`src/rtl/hub75_scan_ctrl.sv`:
```
`default_nettype none
// hub75_scan_ctrl: 1/8-scan HUB75 frame scheduler (shift, latch, BCM display, blank), rev 1.0.
// Optional dimming input brightness[7:0] is enabled by defining HUB75_SCAN_DIM_EN.
module hub75_scan_ctrl #(
  parameter int COLS      = 32,
  parameter int ROW_BITS  = 3,
  parameter int BITPLANES = 4,
  parameter int CLK_DIV   = 4,
  parameter int BASE_ON   = 8,
  parameter int LATCH_W   = 1
) (
  input  logic                                                  clk,
  input  logic                                                  rst_n,
  input  logic                                                  enable,
`ifdef HUB75_SCAN_DIM_EN
  input  logic [7:0]                                            brightness,
`endif
  output logic                                                  fb_rd_en,
  output logic [ROW_BITS+$clog2(COLS)+$clog2(BITPLANES)-1:0]    fb_rd_addr,
  input  logic [5:0]                                            fb_rd_data,
  output logic [5:0]                                            rgb,
  output logic                                                  sclk,
  output logic                                                  latch,
  output logic                                                  oe_n,
  output logic [ROW_BITS-1:0]                                   row_addr,
  output logic                                                  busy,
  output logic                                                  frame_done
);

  localparam int CB      = $clog2(COLS);
  localparam int PB      = $clog2(BITPLANES);
  localparam int PHW     = $clog2(2 * CLK_DIV);
  localparam int ON_MAX  = BASE_ON << (BITPLANES - 1);
  localparam int CNT_MAX = (ON_MAX > LATCH_W) ? ON_MAX : LATCH_W;
  localparam int CW      = $clog2(CNT_MAX + 1);

  localparam logic [PHW-1:0] PH_LAST    = PHW'(2 * CLK_DIV - 1);
  localparam logic [PHW-1:0] PH_HIGH    = PHW'(CLK_DIV);
  localparam logic [CB-1:0]  COL_LAST   = CB'(COLS - 1);
  localparam logic [PB-1:0]  PLANE_LAST = PB'(BITPLANES - 1);
  localparam logic [CW-1:0]  LATCH_LAST = CW'(LATCH_W - 1);

  typedef enum logic [2:0] {
    S_IDLE    = 3'd0,
    S_SHIFT   = 3'd1,
    S_LATCH   = 3'd2,
    S_DISPLAY = 3'd3,
    S_DEAD    = 3'd4
  } state_t;

  state_t              state_q, state_d;
  logic [PHW-1:0]      ph_q, ph_d;
  logic [CB-1:0]       col_q, col_d;
  logic [ROW_BITS-1:0] row_q, row_d;
  logic [PB-1:0]       plane_q, plane_d;
  logic [CW-1:0]       cnt_q, cnt_d;
  logic [5:0]          rgb_q, rgb_d;
  logic [ROW_BITS-1:0] row_addr_q, row_addr_d;
`ifdef HUB75_SCAN_DIM_EN
  logic [7:0]          bright_q, bright_d;
`endif

  logic [CW-1:0] win;
  logic          last_plane, last_row, frame_end;

  assign win        = CW'(BASE_ON) << plane_q;
  assign last_plane = (plane_q == PLANE_LAST);
  assign last_row   = &row_q;
  assign frame_end  = (state_q == S_DEAD) && last_plane && last_row;

  always_comb begin
    state_d    = state_q;
    ph_d       = ph_q;
    col_d      = col_q;
    row_d      = row_q;
    plane_d    = plane_q;
    cnt_d      = cnt_q;
    rgb_d      = rgb_q;
    row_addr_d = row_addr_q;
`ifdef HUB75_SCAN_DIM_EN
    bright_d   = bright_q;
`endif
    case (state_q)
      S_IDLE: begin
        if (enable) begin
          state_d = S_SHIFT;
          row_d   = '0;
          plane_d = '0;
          col_d   = COL_LAST;
          ph_d    = '0;
          cnt_d   = '0;
`ifdef HUB75_SCAN_DIM_EN
          bright_d = brightness;
`endif
        end
      end
      S_SHIFT: begin
        if (ph_q == PHW'(1)) rgb_d = fb_rd_data;
        if (ph_q == PH_LAST) begin
          ph_d = '0;
          if (col_q == '0) begin
            state_d    = S_LATCH;
            cnt_d      = '0;
            row_addr_d = row_q;
          end else begin
            col_d = col_q - CB'(1);
          end
        end else begin
          ph_d = ph_q + PHW'(1);
        end
      end
      S_LATCH: begin
        if (cnt_q == LATCH_LAST) begin
          state_d = S_DISPLAY;
          cnt_d   = '0;
        end else begin
          cnt_d = cnt_q + CW'(1);
        end
      end
      S_DISPLAY: begin
        if (cnt_q == win - CW'(1)) begin
          state_d = S_DEAD;
          cnt_d   = '0;
        end else begin
          cnt_d = cnt_q + CW'(1);
        end
      end
      S_DEAD: begin
        col_d = COL_LAST;
        ph_d  = '0;
        if (!last_plane) begin
          plane_d = plane_q + PB'(1);
          state_d = S_SHIFT;
        end else begin
          plane_d = '0;
          if (!last_row) begin
            row_d   = row_q + ROW_BITS'(1);
            state_d = S_SHIFT;
          end else begin
            // Frame boundary: the only point where enable is honoured mid-run.
            row_d   = '0;
            state_d = enable ? S_SHIFT : S_IDLE;
`ifdef HUB75_SCAN_DIM_EN
            bright_d = brightness;
`endif
          end
        end
      end
      default: state_d = S_IDLE;
    endcase
  end

  always_ff @(posedge clk or negedge rst_n) begin
    if (!rst_n) begin
      state_q    <= S_IDLE;
      ph_q       <= '0;
      col_q      <= '0;
      row_q      <= '0;
      plane_q    <= '0;
      cnt_q      <= '0;
      rgb_q      <= '0;
      row_addr_q <= '0;
`ifdef HUB75_SCAN_DIM_EN
      bright_q   <= '0;
`endif
    end else begin
      state_q    <= state_d;
      ph_q       <= ph_d;
      col_q      <= col_d;
      row_q      <= row_d;
      plane_q    <= plane_d;
      cnt_q      <= cnt_d;
      rgb_q      <= rgb_d;
      row_addr_q <= row_addr_d;
`ifdef HUB75_SCAN_DIM_EN
      bright_q   <= bright_d;
`endif
    end
  end

  assign fb_rd_en   = (state_q == S_SHIFT) && (ph_q == '0);
  assign fb_rd_addr = {row_q, col_q, plane_q};
  assign rgb        = rgb_q;
  assign sclk       = (state_q == S_SHIFT) && (ph_q >= PH_HIGH);
  assign latch      = (state_q == S_LATCH);
  assign row_addr   = row_addr_q;
  assign busy       = (state_q != S_IDLE);
  assign frame_done = frame_end;

`ifdef HUB75_SCAN_DIM_EN
  logic [CW+7:0] on_prod;
  assign on_prod = {8'd0, win} * {{CW{1'b0}}, bright_q};
  // cnt < floor(prod/256) is equivalent to cnt*256 + 255 < prod.
  assign oe_n = !((state_q == S_DISPLAY) && ({cnt_q, 8'hFF} < on_prod));
`else
  assign oe_n = (state_q != S_DISPLAY);
`endif

endmodule
`default_nettype wire

```
`config.mk`:
```
export PLATFORM = sky130hd
export DESIGN_NAME = hub75_scan_ctrl
export DESIGN_NICKNAME = d
export VERILOG_FILES = /design/src/rtl/hub75_scan_ctrl.sv
export SDC_FILE = /design/constraint.sdc
export NUM_CORES = 1
export LEC_CHECK = 0
export ABC_CLOCK_PERIOD_IN_PS = 3200
export CORE_MARGIN = 8
export CORE_UTILIZATION = 40
export CTS_CLUSTER_SIZE = 16
export DETAILED_ROUTE_END_ITERATION = 8
export GPL_ROUTABILITY_DRIVEN = 1
export PLACE_DENSITY = 0.65
export RECOVER_POWER = 25
export SYNTH_ARGS = -nofsm -noshare
export SYNTH_HDL_FRONTEND = slang
export SYNTH_SLANG_ARGS = --single-unit
```
`constraint.sdc`:
```
create_clock -name clk -period 3.2 [get_ports clk]
set_clock_uncertainty 0.05 [all_clocks]
set_input_delay 0.8 -clock clk [delete_from_list [all_inputs] [get_ports clk]]
set_output_delay 0.8 -clock clk [all_outputs]
set_load 0.005 [all_outputs]
```
==> flow_summary_export.csv <==
group,metric,value,unit
status,status,"complete, but fails checks",
status,violations,"max-capacitance violations, max-slew violations",
yosys,synthCells,196,
die,core_area,4750,um2
die,start_util,0.415,
yosys,synth_top_family_by_area,"compound AO/OA/AOI/OAI gates",
yosys,synth-simple-area-share,0.192,
timing,fin_tns_setup,0,ns
yosys,synthDominantCellAreaShare,0.406,
place,place_congestion,0.833,
place,dp.cells,291,
die,fp.dieH,86.2,um
power_and_ir_drop,power_density,570,nW/um2
critical_path,r2r_slack,1.23,ns
yosys,synth_fp_nets,219,
yosys,synth_xor_area_frac,0.0203,
power_and_ir_drop,ir_drop,0.000397,V
grt,grt-ovfl-total,0,
timing,finalMaxSlewViolations,33,
clock_tree,max-clock-path-buffers,2,
grt,met2_usage,0.192,
route,ant_nets,0,
grt,grt_pass1_wl,7330,um
route,vias,1569,
yosys,synthAdderAreaFrac,0.0888,
clock_tree,cts_resized,0,
place,port_buffers,33,
layout,stdcell_count,299,
timing,fin_ws,0.292,ns
critical_path,crit_type,"reg2out",
clock_tree,clkTransAtPathRegs,0.06,ns
yosys,yosys-top-cells-count,"32 x dfrtp_1, 23 x o21ai_0, 15 x nand2_1",
layout,area_growth,24.9,%
timing,fin_crit_sh,0.909,
grt,top_usage_layer,"met2",
critical_path,crit_end,"fb_rd_en",
clock_tree,htree_levels,2,
die,dieArea,7440,um2
clock_tree,cts_tree,"done",
route,dr.pass1.iters,4,
clock_tree,clock_latency,0.28,ns
yosys,ys_seq_area_frac,0.406,
yosys,synthesis.area_per_instance,10.1,um2
clock_tree,cts_inserted_buffers,5,
timing,hold_violations,0,
timing,worst_slew_pin_slew,1.76,ns
clock_tree,root_buffer,"clkbuf_8",
grt,grt_max_degree,33,
timing,finalSetupViolCount,0,
critical_path,cp-start-kind,"flop",
flow_run,max_cap_viol_count,1,
route,vias_per_cell,5.25,
route,drc_errors,0,
route,drt-total-wl,4310,um
critical_path,r2r-end,"col_q[4]",
grt,grt_use_total,0.124,
critical_path,required,2.35,ns
die,rows,25,
critical_path,cp_max_fo,19,
die,ios,34,
critical_path,rr_worst_depth,6,
timing,fmax,344,MHz
yosys,ys_seq_elements,32,
yosys,synth_ff_type,"dfrtp_1",
grt,antenna_found_initial,0,
critical_path,cp.arrival,2.06,ns
layout,nNetsFinal,254,
route,detail_route.wl_per_cell,14.4,um
yosys,netlist_area,1970,um2
route,drtIter0Drc,135,
place,dp_slack,0.601,ns
grt,met1_usage,0.158,
grt,grt_pass1_vias,1534,
grt,grt.met3_usage,0.0350,
critical_path,r2r-start,"ph_q[0]",
power_and_ir_drop,p_total,1.40,mW
clock_tree,ctsHoldBuffers,0,
layout,diodes,0,
clock_tree,numClockSinks,32,
power_and_ir_drop,p_leak,1.01,nW
yosys,synth_most_common_cell,"dfrtp_1",
worst_hold_path,min_path_type,"reg2reg",
clock_tree,postCtsSetupBuffers,0,
yosys,synth_async_sr_flop_share,1.00,
yosys,synth_enable_flop_cells,0,
yosys,synth_cell_type_count,49,
timing,rsz0062_at_grt,"false",
timing,finalCriticalPeriod,2.91,ns
critical_path,cp-end-kind,"output pin",
place,dp_hpwl,3140,um
yosys,synth_compound_area_frac,0.193,
die,fp.dieW,86.2,um
yosys,ys_warn_count,0,
yosys,yosys.area.top_type,"dfrtp_1",
yosys,synth.area.top_cells,"dfrtp_1 41%, ha_1 8.9%, o21ai_0 5.8%, mux2_2 3.4%, o211ai_1 3.0%",
timing,max_slew_margin,-0.175,
critical_path,critPathLaunch,"state_q[1]",
yosys,synth.area.mux_share,0.0463,
layout,drive_above_1_share,0.121,
[cell type report]
cell class	instances	area, um2
fillers	451	2290
multi-input cells	142	1070
flip-flops and latches	32	801
repair buffers	37	357
well taps	67	83.8
clock buffers	6	72.6
inverters	13	48.8
clock inverters	2	35.0
[placed cells by master, fill, tap and decap left out, types with 2 or more instances in the layout]
cell type / count
and3_1: 3
nand2_1: 15
xnor2_1: 2
nor2_1: 10
ha_1: 14
clkbuf_8: 5
dfrtp_1: 32
o21ai_0: 23
buf_4: 3
nand3_1: 9
mux2_2: 6
inv_1: 13
clkbuf_1: 2
clkdlybuf4s50_1: 32
a22o_1: 3
nor4b_2: 2
or3_1: 4
nor2b_1: 4
nor3_1: 3
o211ai_1: 8
a22oi_1: 2
o31ai_1: 6
or4_1: 3
[critical path, stage by stage, from the launching register on]
cell and delay (ns):
dfrtp_1 0.59, nor2_1 0.44, and4b_1 0.25, clkdlybuf4s50_1 0.50
[sequential cells by signal, summed over array words and instances, names as in the netlist]
| name | flops |
|---|---|
| cnt_q | 7 |
| col_q | 5 |
| ph_q | 3 |
| plane_q | 2 |
| rgb | 6 |
| row_addr | 3 |
| row_q | 3 |
| state_q | 3 |
[cells by family after synthesis]
logic type      count (synthesis)
simple gates                   62
compound gates                 55
flops                          32
buf+inv                        22
fa+ha+maj                      14
mux                             8
xor+xnor                        3
[worst min-delay path by stage]
| stage | startpoint | to | slack [ns] | cells after the start |
|---|---|---|---|---|
| 5_1_grt | row_addr[0] | row_addr[0] | 0.45 | 2 |
| 4_1_cts | row_addr[0] | row_addr[0] | 0.44 | 2 |
| 3_3_place_gp | row_addr[2] | row_addr[2] | 0.41 | 2 |
| 2_1_floorplan | row_addr[0] | row_addr[0] | 0.42 | 2 |
| 6_report | row_addr[0] | row_addr[0] | 0.43 | 2 |
| 3_5_place_dp | row_addr[0] | row_addr[0] | 0.42 | 2 |
[through the flow]
| step | utilization | hold slack, ns | area, um2 |
|---|---|---|---|
| global placement | 0.497 | 0.414 | 2360 |
| finish | 0.518 | 0.432 | 2460 |
| floorplan | - | 0.423 | 1970 |
| detailed placement | 0.497 | 0.421 | 2360 |
| CTS | 0.519 | 0.435 | 2470 |
| global route | 0.518 | 0.450 | 2460 |
[power by group]
part,switching [mW],internal [mW],total [mW],leakage [nW]
clock,0.142,0.231,0.373,0.0552
sequential,0.0788,0.492,0.570,0.398
combinational,0.186,0.274,0.460,0.557
total,0.407,0.996,1.40,1.01
[per-layer routing]
layer / up-vias / wire length (um)
met5: - / 0
met4: 0 / 63
met3: 6 / 181
met2: 27 / 1980
met1: 749 / 2080
li1: 787 / -
(Power assumes the default switching activity.)
